===== config.mk =====
export PLATFORM = sky130hd
export DESIGN_NAME = regfile_wb_arbiter
export DESIGN_NICKNAME = d
export VERILOG_FILES = /design/src/rtl/regfile_wb_arbiter.sv
export SDC_FILE = /design/constraint.sdc
export NUM_CORES = 1
export LEC_CHECK = 0
export ABC_AREA = 1
export CORE_MARGIN = 2
export CORE_UTILIZATION = 35
export CTS_CLUSTER_DIAMETER = 120
export DETAILED_ROUTE_END_ITERATION = 16
export HOLD_SLACK_MARGIN = 0.05
export PLACE_DENSITY_LB_ADDON = 0.05
export SLEW_MARGIN = 30
export SYNTH_ARGS = -nofsm -noshare
export SYNTH_HDL_FRONTEND = slang
export SYNTH_SLANG_ARGS = --single-unit

===== constraint.sdc =====
create_clock -name clk -period 2 [get_ports clk]
set_input_delay 0.2 -clock clk [delete_from_list [all_inputs] [get_ports clk]]
set_output_delay 0.2 -clock clk [all_outputs]
set_load 0.005 [all_outputs]

===== src/rtl/regfile_wb_arbiter.sv =====
// regfile_wb_arbiter
//   Shares the register file's single write port between the ALU (requester 0)
//   and the load/store unit (requester 1) using round-robin arbitration with a
//   valid/ready handshake. The write port outputs are registered, so they are
//   stable before the register file's negedge write. A per-register busy
//   scoreboard lets the issue stage detect pending writes (RAW hazards).
//
// Ports
//   clk, rst_n                      clock (posedge), async active-low reset
//   req0_valid/addr/data, req0_ready  ALU writeback handshake
//   req1_valid/addr/data, req1_ready  LSU writeback handshake
//   issue_valid, issue_addr         destination of a newly issued instruction
//   chk_addr_1/2, chk_busy_1/2      source-register pending-write lookup
//   rf_we, rf_w_addr, rf_in         registered register file write port
module regfile_wb_arbiter #(
    parameter int unsigned WIDTH = 32,
    parameter int unsigned REGNO = 32,
    parameter int unsigned AW    = 5
) (
    input  logic             clk,
    input  logic             rst_n,
    input  logic             req0_valid,
    input  logic [AW-1:0]    req0_addr,
    input  logic [WIDTH-1:0] req0_data,
    output logic             req0_ready,
    input  logic             req1_valid,
    input  logic [AW-1:0]    req1_addr,
    input  logic [WIDTH-1:0] req1_data,
    output logic             req1_ready,
    input  logic             issue_valid,
    input  logic [AW-1:0]    issue_addr,
    input  logic [AW-1:0]    chk_addr_1,
    input  logic [AW-1:0]    chk_addr_2,
    output logic             chk_busy_1,
    output logic             chk_busy_2,
    output logic             rf_we,
    output logic [AW-1:0]    rf_w_addr,
    output logic [WIDTH-1:0] rf_in
);

    typedef enum logic {
        LAST_REQ0 = 1'b0,
        LAST_REQ1 = 1'b1
    } last_grant_e;

    last_grant_e      last_grant_q, last_grant_d;
    logic             we_q, we_d;
    logic [AW-1:0]    waddr_q, waddr_d;
    logic [WIDTH-1:0] wdata_q, wdata_d;
    logic [REGNO-1:0] busy_q, busy_d;
    logic             gnt0, gnt1;

    // Grants are gated by rst_n so ready reads 0 while reset is held.
    always_comb begin
        gnt0 = 1'b0;
        gnt1 = 1'b0;
        if (rst_n) begin
            if (req0_valid && req1_valid) begin
                if (last_grant_q == LAST_REQ1) begin
                    gnt0 = 1'b1;
                end else begin
                    gnt1 = 1'b1;
                end
            end else if (req0_valid) begin
                gnt0 = 1'b1;
            end else if (req1_valid) begin
                gnt1 = 1'b1;
            end
        end
    end

    assign req0_ready = gnt0;
    assign req1_ready = gnt1;

    always_comb begin
        last_grant_d = last_grant_q;
        we_d         = 1'b0;
        waddr_d      = waddr_q;
        wdata_d      = wdata_q;
        busy_d       = busy_q;

        if (gnt0) begin
            last_grant_d = LAST_REQ0;
            we_d         = (req0_addr != '0);
            waddr_d      = req0_addr;
            wdata_d      = req0_data;
            busy_d[req0_addr] = 1'b0;
        end else if (gnt1) begin
            last_grant_d = LAST_REQ1;
            we_d         = (req1_addr != '0);
            waddr_d      = req1_addr;
            wdata_d      = req1_data;
            busy_d[req1_addr] = 1'b0;
        end

        // Set is applied after clear: a newer producer stays outstanding.
        if (issue_valid && (issue_addr != '0)) begin
            busy_d[issue_addr] = 1'b1;
        end
        busy_d[0] = 1'b0;
    end

    always_ff @(posedge clk or negedge rst_n) begin
        if (!rst_n) begin
            last_grant_q <= LAST_REQ1;
            we_q         <= 1'b0;
            waddr_q      <= '0;
            wdata_q      <= '0;
            busy_q       <= '0;
        end else begin
            last_grant_q <= last_grant_d;
            we_q         <= we_d;
            waddr_q      <= waddr_d;
            wdata_q      <= wdata_d;
            busy_q       <= busy_d;
        end
    end

    assign rf_we      = we_q;
    assign rf_w_addr  = waddr_q;
    assign rf_in      = wdata_q;
    assign chk_busy_1 = rst_n & busy_q[chk_addr_1];
    assign chk_busy_2 = rst_n & busy_q[chk_addr_2];

endmodule


Word level (Yosys, flattened, before mapping). Index checks and enable logic that the tools add are counted.

Flip-flop bits (word level): 70. Word-level logic and storage cells: 59.

Magnitude comparators: 8. Multiplexer cells: 30. Bitwise logic cells: 7. Reductions and logical operators: 9.

Operator list (count): 2-to-1 mux 32 bit (5); bitwise AND 32 bit (2); NOT 32 bit (2); bitwise OR 32 bit (1); less-than comparator 5 x 6 -> 1 bit (second input constant) (5); 2-to-1 mux 1 bit (18); demux 1 bit (select 5 bit) (3); greater-or-equal comparator 5 x 1 -> 1 bit (second input constant) (3); nonzero test 5 bit (3); binary-select mux 1 bit (select 5 bit) (2); 2-to-1 mux 5 bit (2); logical AND 1 bit (5); bitwise AND 1 bit (2); nonzero test 2 bit (1).

Logic depth before layout (Yosys ltp). Gate-level depths: netlist (run 1).

Word-level depth: 10. Mapped depth: 10. Mapped depth without buffers: 9.

Least setup slack after synthesis (run 1). OpenSTA, ideal clock, no wires.

Path type: register to register. Start: reg last_grant_q. End: reg waddr_q[0], in the netlist rf_w_addr[0]. Library setup time: 0.130 ns. Data arrival time: 1.299 ns. Data required time: 1.870 ns. Slack: 0.570 ns. Cell stages (with the launch flop): 7. Buffers on the path: 1. Clock period less this slack: 1.430 ns. Cell sequence: dfstp_2 inv_2 a21oi_4 inv_2 clkbuf_1 o21ai_0 o21ai_0.

Cells in the longest elaborated chain, start to end: 4.

Ends and longest elaborated chain: start, declared (line 46) `last_grant_e last_grant_q, last_grant_d;`; start signal, assigned (line 111) `last_grant_q <= last_grant_d;`; 2-to-1 mux 1 bit (line 59) `if (last_grant_q == LAST_REQ1) begin`; 2-to-1 mux 1 bit (line 58) `if (req0_valid && req1_valid) begin`; 2-to-1 mux 1 bit (line 57) `if (rst_n) begin`; 2-to-1 mux 5 bit / nonzero test 2 bit (equally long branches); end signal, assigned (line 113) `waddr_q <= waddr_d;`; end, declared (line 48) `logic [AW-1:0] waddr_q, waddr_d;`.

Several ways; a longest one is shown, not always the timed one. A chain may end at the register's enable or synchronous reset.

Worst setup path in the final report (run 1).
Start: reg last_grant_q. End: out req0_ready.

Cells in the longest elaborated chain, start to end: 3.

Ends and longest elaborated chain: 2-to-1 mux 1 bit (line 59); 2-to-1 mux 1 bit (line 58); 2-to-1 mux 1 bit (line 57); end, declared (line 25) `output logic req0_ready,`.

No other way between the ends.

==> results of run 1 <==
==> Yosys cell counts <==
cell	n
a21oi_1	14
a21oi_4	2
a31oi_1	32
buf_2	6
buf_6	4
clkbuf_1	13
clkinv_2	1
dfrtp_1	69
dfstp_2	1
inv_1	68
inv_2	2
nand2_1	177
nand3_1	57
nand3_2	1
nor2_1	63
nor2_4	1
nor3_1	6
nor3_2	1
o211ai_1	9
o21ai_0	41
o21ai_1	6
o221ai_1	11
o22ai_1	5
==> worst paths after layout <==
kind,start,cells past startpoint,slack (ns),end
min in group clk,rst_n,3,0.27,last_grant_q$_DFFE_PN1P_
min reg2reg,rf_w_addr[1]$_DFFE_PN0P_,2,0.49,rf_w_addr[1]$_DFFE_PN0P_
min,rst_n,2,0.12,busy_q[2]$_DFF_PN0_
max in group asynchronous,rst_n,2,1.45,rf_w_addr[0]$_DFFE_PN0P_
max,last_grant_q$_DFFE_PN1P_,4,0.08,req0_ready
max reg2reg,last_grant_q$_DFFE_PN1P_,8,0.29,rf_in[1]$_DFFE_PN0P_
==> state kept, by name, summed over array words and instances (netlist names) <==
signal and cells:
rf_w_addr 5, busy_q 31, last_grant_q 1, rf_in 32, rf_we 1
==> worst max-delay path: stages (launching register included) <==
cell	delay (ns)
dfstp_2	0.54
inv_2	0.05
a21oi_4	0.13
buf_4	0.14
clkdlybuf4s50_1	0.53
==> layer usage <==
metal | wire length (um) | up-vias
li1 | - | 2235
met1 | 6440 | 2135
met2 | 7000 | 172
met3 | 796 | 32
met4 | 439 | 0
met5 | 0 | -
==> stage by stage <==
step	TNS [ns]	power (mW)	std cells	hold slack, ns	setup WS, ns
detailed placement	-0.410	3.52	868	0.477	-0.220
global route	0	5.32	885	0.201	0.0341
CTS	0	5.05	885	0.260	0.0538
global placement	-0.384	3.50	868	0.474	-0.200
finish	0	5.00	885	0.123	0.0766
floorplan	0	2.64	590	-0.0956	0.570
==> logic make-up after synthesis <==
logic type             count (synthesis)  synth area share, %
buffers and inverters                 94                 9.49
AOI/OAI and AO/OA                    120                 17.8
DFF                                   70                 42.5
and+or+nand+nor                      306                 30.2
==> timing repair <==
action / CTS / global route
setup buffers: 1 / 0
setup endpoints to repair: 3 / 0
resized for setup: 11 / 0
==> power breakdown <==
| group | internal, mW | switching, mW | total (mW) |
|---|---|---|---|
| Combinational | 0.790 | 0.758 | 1.55 |
| Sequential | 1.74 | 0.207 | 1.95 |
| Clock | 0.898 | 0.607 | 1.51 |
==> final cells by class <==
cell class	instances	share of cell area, %
repair buffers	160	26.5
clock inverters	3	0.330
well taps	143	2.95
flip-flops and latches	70	28.9
clock buffers	12	4.23
multi-input cells	426	32.6
inverters	71	4.41
==> metrics.md, run 1 <==
| Metric | Value |
|---|---|
| Die Ht | `113 um` |
| Fillers | `1137` |
| Die width | `113 um` |
| Commonest non-fill, non-tap cell in the layout | `nand2_1` |
| Global routing's busiest layer | `met2` |
| Root buf cell | `clkbuf_16` |
| Largest net degree at the start of global routing | `71` |
| Initial antenna violation count | `0` |
| Layout Area Growth over Synthesis | `47.1%` |
| Met1 Usage GRT | `30.0%` |
| Worst-Margin Slew | `0.643 ns` |
| Share of cells above drive strength 1 | `7.01%` |
| Port buffer count | `135` |
| Ranking of synthesized cells by area | `dfrtp_1 42%, nand2_1 16%, nand3_1 6.9%` |
| Req. time, crit path | `1.80 ns` |
| Post-detailed-route count of antenna-violating nets | `0` |
| CORE AREA | `11500 um^2` |
| Final min period | `1.92 ns` |
| Hold Crit Class | `in -> async` |
| Fin. Hold Viols | `0` |
| H-tree levels | `3` |
| Most frequent cells in the layout | `177 x nand2_1, 128 x clkdlybuf4s50_1, 69 x dfrtp_1` |
| Worst-path maximum fanout | `2` |
| Vias per inst | `5.17` |
| Syn Inst Count | `590` |
| Clk_lat worst skew | `0.34 ns` |
| Placed inst area | `5770 um^2` |
| Routed len/inst | `16.6 um` |
| Arrival @ worst endpoint | `1.72 ns` |
| Slew margin rel. | `57.2%` |
| Area leader, netlist | `dfrtp_1` |
| Count of final setup violators | `0` |
| Met2 Use GR | `38.8%` |
| Num CTS Buffers | `9` |
| Final Cell Area | `6070 um^2` |
| N_diodes | `0` |
| Full die area | `12700 um^2` |
| Final WL | `14700 um` |
| Distinct cell type count after synthesis | `23` |
| Vias | `4574` |
| Initial Util | `36.0%` |
| All-Layer GR Usage | `23.6%` |
| Total grt overflow | `0` |
| CP Launch Type | `flip-flop` |
| Peak Freq | `520 MHz` |
| RSZ-0062 raised after global routing | `false` |
| NumNets Final | `832` |
| VDD IR max | `0.000502 V` |
| Outcome | `complete, no violations` |
| CTS tree | `done` |
| Site row count | `39` |
| Clock sink total | `70` |
| Critical path capture point type | `primary output` |
| Worst-path clk slew | `0.06 ns` |
| Vias in the first global route | `4640` |
| Pre-antenna DRT Iters | `6` |
| Yosys reg bits | `70` |
| Sequential Area | `1750 um^2` |
| Clk_skew | `0.00922 ns` |
| Top cell type's share of synthesized area | `41.9%` |
| Max-slew violations | `0` |
| Met3 Use GR | `4.00%` |
| 1st-iter DRT viols | `339` |
| Syn Nets | `684` |
| Post-synthesis sequential area ratio | `42.5%` |
| Mapped Area | `4130 um^2` |
| Crit share post-route | `96.2%` |
| Max Root-Sink Buffers | `2` |
| Fin util | `52.9%` |
| Warnings from Yosys | `0` |
| Hold Buf Count CTS | `0` |
| # DRC | `0` |
| Global placement routability congestion | `0.893` |
| Power per cell area | `824 nW/um^2` |
| Max_cap viols | `0` |
| Kind of critical path | `reg -> out` |
| First-pass GRT wire length | `23600 um` |
| Multi-input gate area | `1980 um^2` |
| Mean Syn Cell Area | `6.99 um^2` |
| Final HPWL DP | `10700 um` |
| LEAKAGE | `2.76 nW` |
| Boundary pin count | `136` |
Power figures use the tool's default switching activity.
==> run 2, diff against run 1 <==
CAP_MARGIN = 30   (was default)
REMOVE_ABC_BUFFERS = 1   (was default)
clock period = 2.05 ns   (was 2 ns; I/O delays follow)
==> run 2 against run 1 <==
Effect of this change:
- cell count is 0.79% higher
- global-route usage decreased by 0.57 points
- clock power increased by 5%
- power is 0.31% higher
- highest routed layer unchanged
==> metrics.md, run 2 (synthesized netlist as in run 1, its figures left out) <==
| Metric | Value |
|---|---|
| Boundary pin count | `136 (unchanged)` |
| Worst-path maximum fanout | `8 (was 2)` |
| Max_cap viols | `0 (unchanged)` |
| Global placement routability congestion | `0.976 (was 0.893)` |
| Cell family with most CP delay | `buffers and inverters (unchanged)` |
| Final WL | `14300 um (was 14700 um)` |
| N_diodes | `0 (unchanged)` |
| Setup WS pre-CTS | `-0.153 ns (was -0.220 ns)` |
| Layout Area Growth over Synthesis | `48.5% (was 47.1%)` |
| Full die area | `12700 um^2 (unchanged)` |
| Vias in the first global route | `4360 (was 4640)` |
| First-pass GRT wire length | `22900 um (was 23600 um)` |
| Hold Crit Class | `in -> reg (was in -> async)` |
| Commonest non-fill, non-tap cell in the layout | `nand2_1 (unchanged)` |
| WP depth | `5 (was 4)` |
| Kind of critical path | `in -> out (was reg -> out)` |
| Largest net degree at the start of global routing | `43 (was 71)` |
| Initial antenna violation count | `0 (unchanged)` |
| Root buf cell | `clkbuf_16 (unchanged)` |
| Vias | `4557 (was 4574)` |
| Routed len/inst | `16.1 um (was 16.6 um)` |
| WP buf/inv | `3 (unchanged)` |
| Die width | `113 um (unchanged)` |
| Vias per inst | `5.11 (was 5.17)` |
| Max Root-Sink Buffers | `2 (unchanged)` |
| Clock sink total | `70 (unchanged)` |
| Clk_skew | `0.00417 ns (was 0.00922 ns)` |
| Share of cells above drive strength 1 | `7.61% (was 7.01%)` |
| Post-detailed-route count of antenna-violating nets | `0 (unchanged)` |
| CTS tree | `done (unchanged)` |
| Site row count | `39 (unchanged)` |
| Pre-antenna DRT Iters | `5 (was 6)` |
| 1st-iter DRT viols | `306 (was 339)` |
| Die Ht | `113 um (unchanged)` |
| H-tree levels | `3 (unchanged)` |
| Outcome | `complete, no violations (unchanged)` |
| Fin util | `53.4% (was 52.9%)` |
| Design Power | `5.02 mW (was 5.00 mW)` |
| Worst-Margin Slew | `0.513 ns (was 0.643 ns)` |
| Clk_lat worst skew | `0.33 ns (was 0.34 ns)` |
| Final min period | `1.99 ns` |
| Count of final setup violators | `0 (unchanged)` |
| Final HPWL DP | `10700 um (about the same)` |
| Most frequent cells in the layout | `177 x nand2_1, 129 x clkdlybuf4s50_1, 69 x dfrtp_1 (was 177 x nand2_1, 128 x clkdlybuf4s50_1, 69 x dfrtp_1)` |
| Min setup slack post-route | `0.0598 ns (was 0.0766 ns)` |
| All-Layer GR Usage | `23.0% (was 23.6%)` |
| LEAKAGE | `2.83 nW (was 2.76 nW)` |
| Fillers | `1129 (was 1137)` |
| Total grt overflow | `0 (unchanged)` |
| Arrival @ worst endpoint | `1.79 ns (was 1.72 ns)` |
| Critical path capture point type | `primary output (unchanged)` |
| Num CTS Buffers | `9 (unchanged)` |
| Slew margin rel. | `65.6% (was 57.2%)` |
| NumNets Final | `838 (was 832)` |
| Req. time, crit path | `1.85 ns (was 1.80 ns)` |
| Initial Util | `36.0% (unchanged)` |
| CP peak stage delay | `0.54 ns (about the same)` |
| Port buffer count | `135 (unchanged)` |
| # DRC | `0 (unchanged)` |
| Hold Path Stages | `3` |
| Largest register FFs | `32 (unchanged)` |
| Max-slew violations | `0 (unchanged)` |
| CORE AREA | `11500 um^2 (unchanged)` |
| Peak Freq | `502 MHz` |
| Max stage delay cell, worst path | `clkdlybuf4s50_1 (was dfstp_2)` |
| Power per cell area | `819 nW/um^2 (was 824 nW/um^2)` |
| Crit share post-route | `97.1%` |
| VDD IR max | `0.000434 V (was 0.000502 V)` |
| Fin. Hold Viols | `0 (unchanged)` |
| Cell breakdown of the critical path | `dlygate4sd3_1, buf_4, nand2_1, a21oi_4, clkdlybuf4s50_1 (was inv_2, a21oi_4, buf_4, clkdlybuf4s50_1)` |
| CP Launch Type | `input port (was flip-flop)` |
| Worst r2r path cells | `7 (was 8)` |
| Worst-path clk slew | `0.05 ns (was 0.06 ns)` |
| RSZ-0062 raised after global routing | `false (unchanged)` |
[run 2: worst min-delay path, delay by kind of cell]
family	cells	cell delay, ns
buf+inv	1	0.39
simple gates	1	0.06
compound gates	1	0.07
[run 2: layout make-up]
class	count	area (um^2)	area share, %
timing repair buffer	166	1640	26.7
inverter	71	272	4.43
clock inverter	4	45.0	0.735
multi-input combinational	426	1980	32.4
sequential	70	1750	28.6
clock buffer	12	256	4.19
tap	143	179	2.92
[run 2: worst paths after layout]
| check | startpoint | end | slack [ns] |
|---|---|---|---|
| max | rst_n | req1_ready | 0.06 |
| min | req0_data[13] | rf_in[13]$_DFFE_PN0P_ | 0.44 |
| max reg2reg | last_grant_q$_DFFE_PN1P_ | rf_in[27]$_DFFE_PN0P_ | 0.20 |
| min reg2reg | rf_w_addr[1]$_DFFE_PN0P_ | rf_w_addr[1]$_DFFE_PN0P_ | 0.50 |
| max in group asynchronous | rst_n | rf_in[2]$_DFFE_PN0P_ | 0.84 |
| min in group asynchronous | rst_n | busy_q[8]$_DFF_PN0_ | 0.56 |
[run 2: timing repair]
action,in CTS,in global routing
hold buffers,2,0
endpoints found under the setup margin,3,33
endpoints found under the hold margin,5,0
gates resized for setup,4,9
pin swaps,1,0
buffers inserted,3,2
[run 2: metrics by stage]
stage          std cells  TNS (ns)  hold WS [ns]  area, um^2
6_report             892         0         0.438        6120
2_1_floorplan        567    -0.954       -0.0906        4000
4_1_cts              890    -0.112         0.429        6090
5_1_grt              892         0         0.443        6120
3_3_place_gp         869    -0.280        0.0686        5750
3_5_place_dp         869    -0.307        0.0725        5750
[run 2: power breakdown]
group          internal, mW  switching, mW
clock                  1.00          0.584
sequential             1.70          0.203
combinational         0.786          0.743
[run 2: metal layers]
layer	vias to the layer above	global-route usage, %	share of wire (%)
li1	2245	-	-
met1	2078	30.4	42
met2	212	36.2	46
met3	22	6.32	9.7
met4	0	8.54	2.0
met5	-	0	0
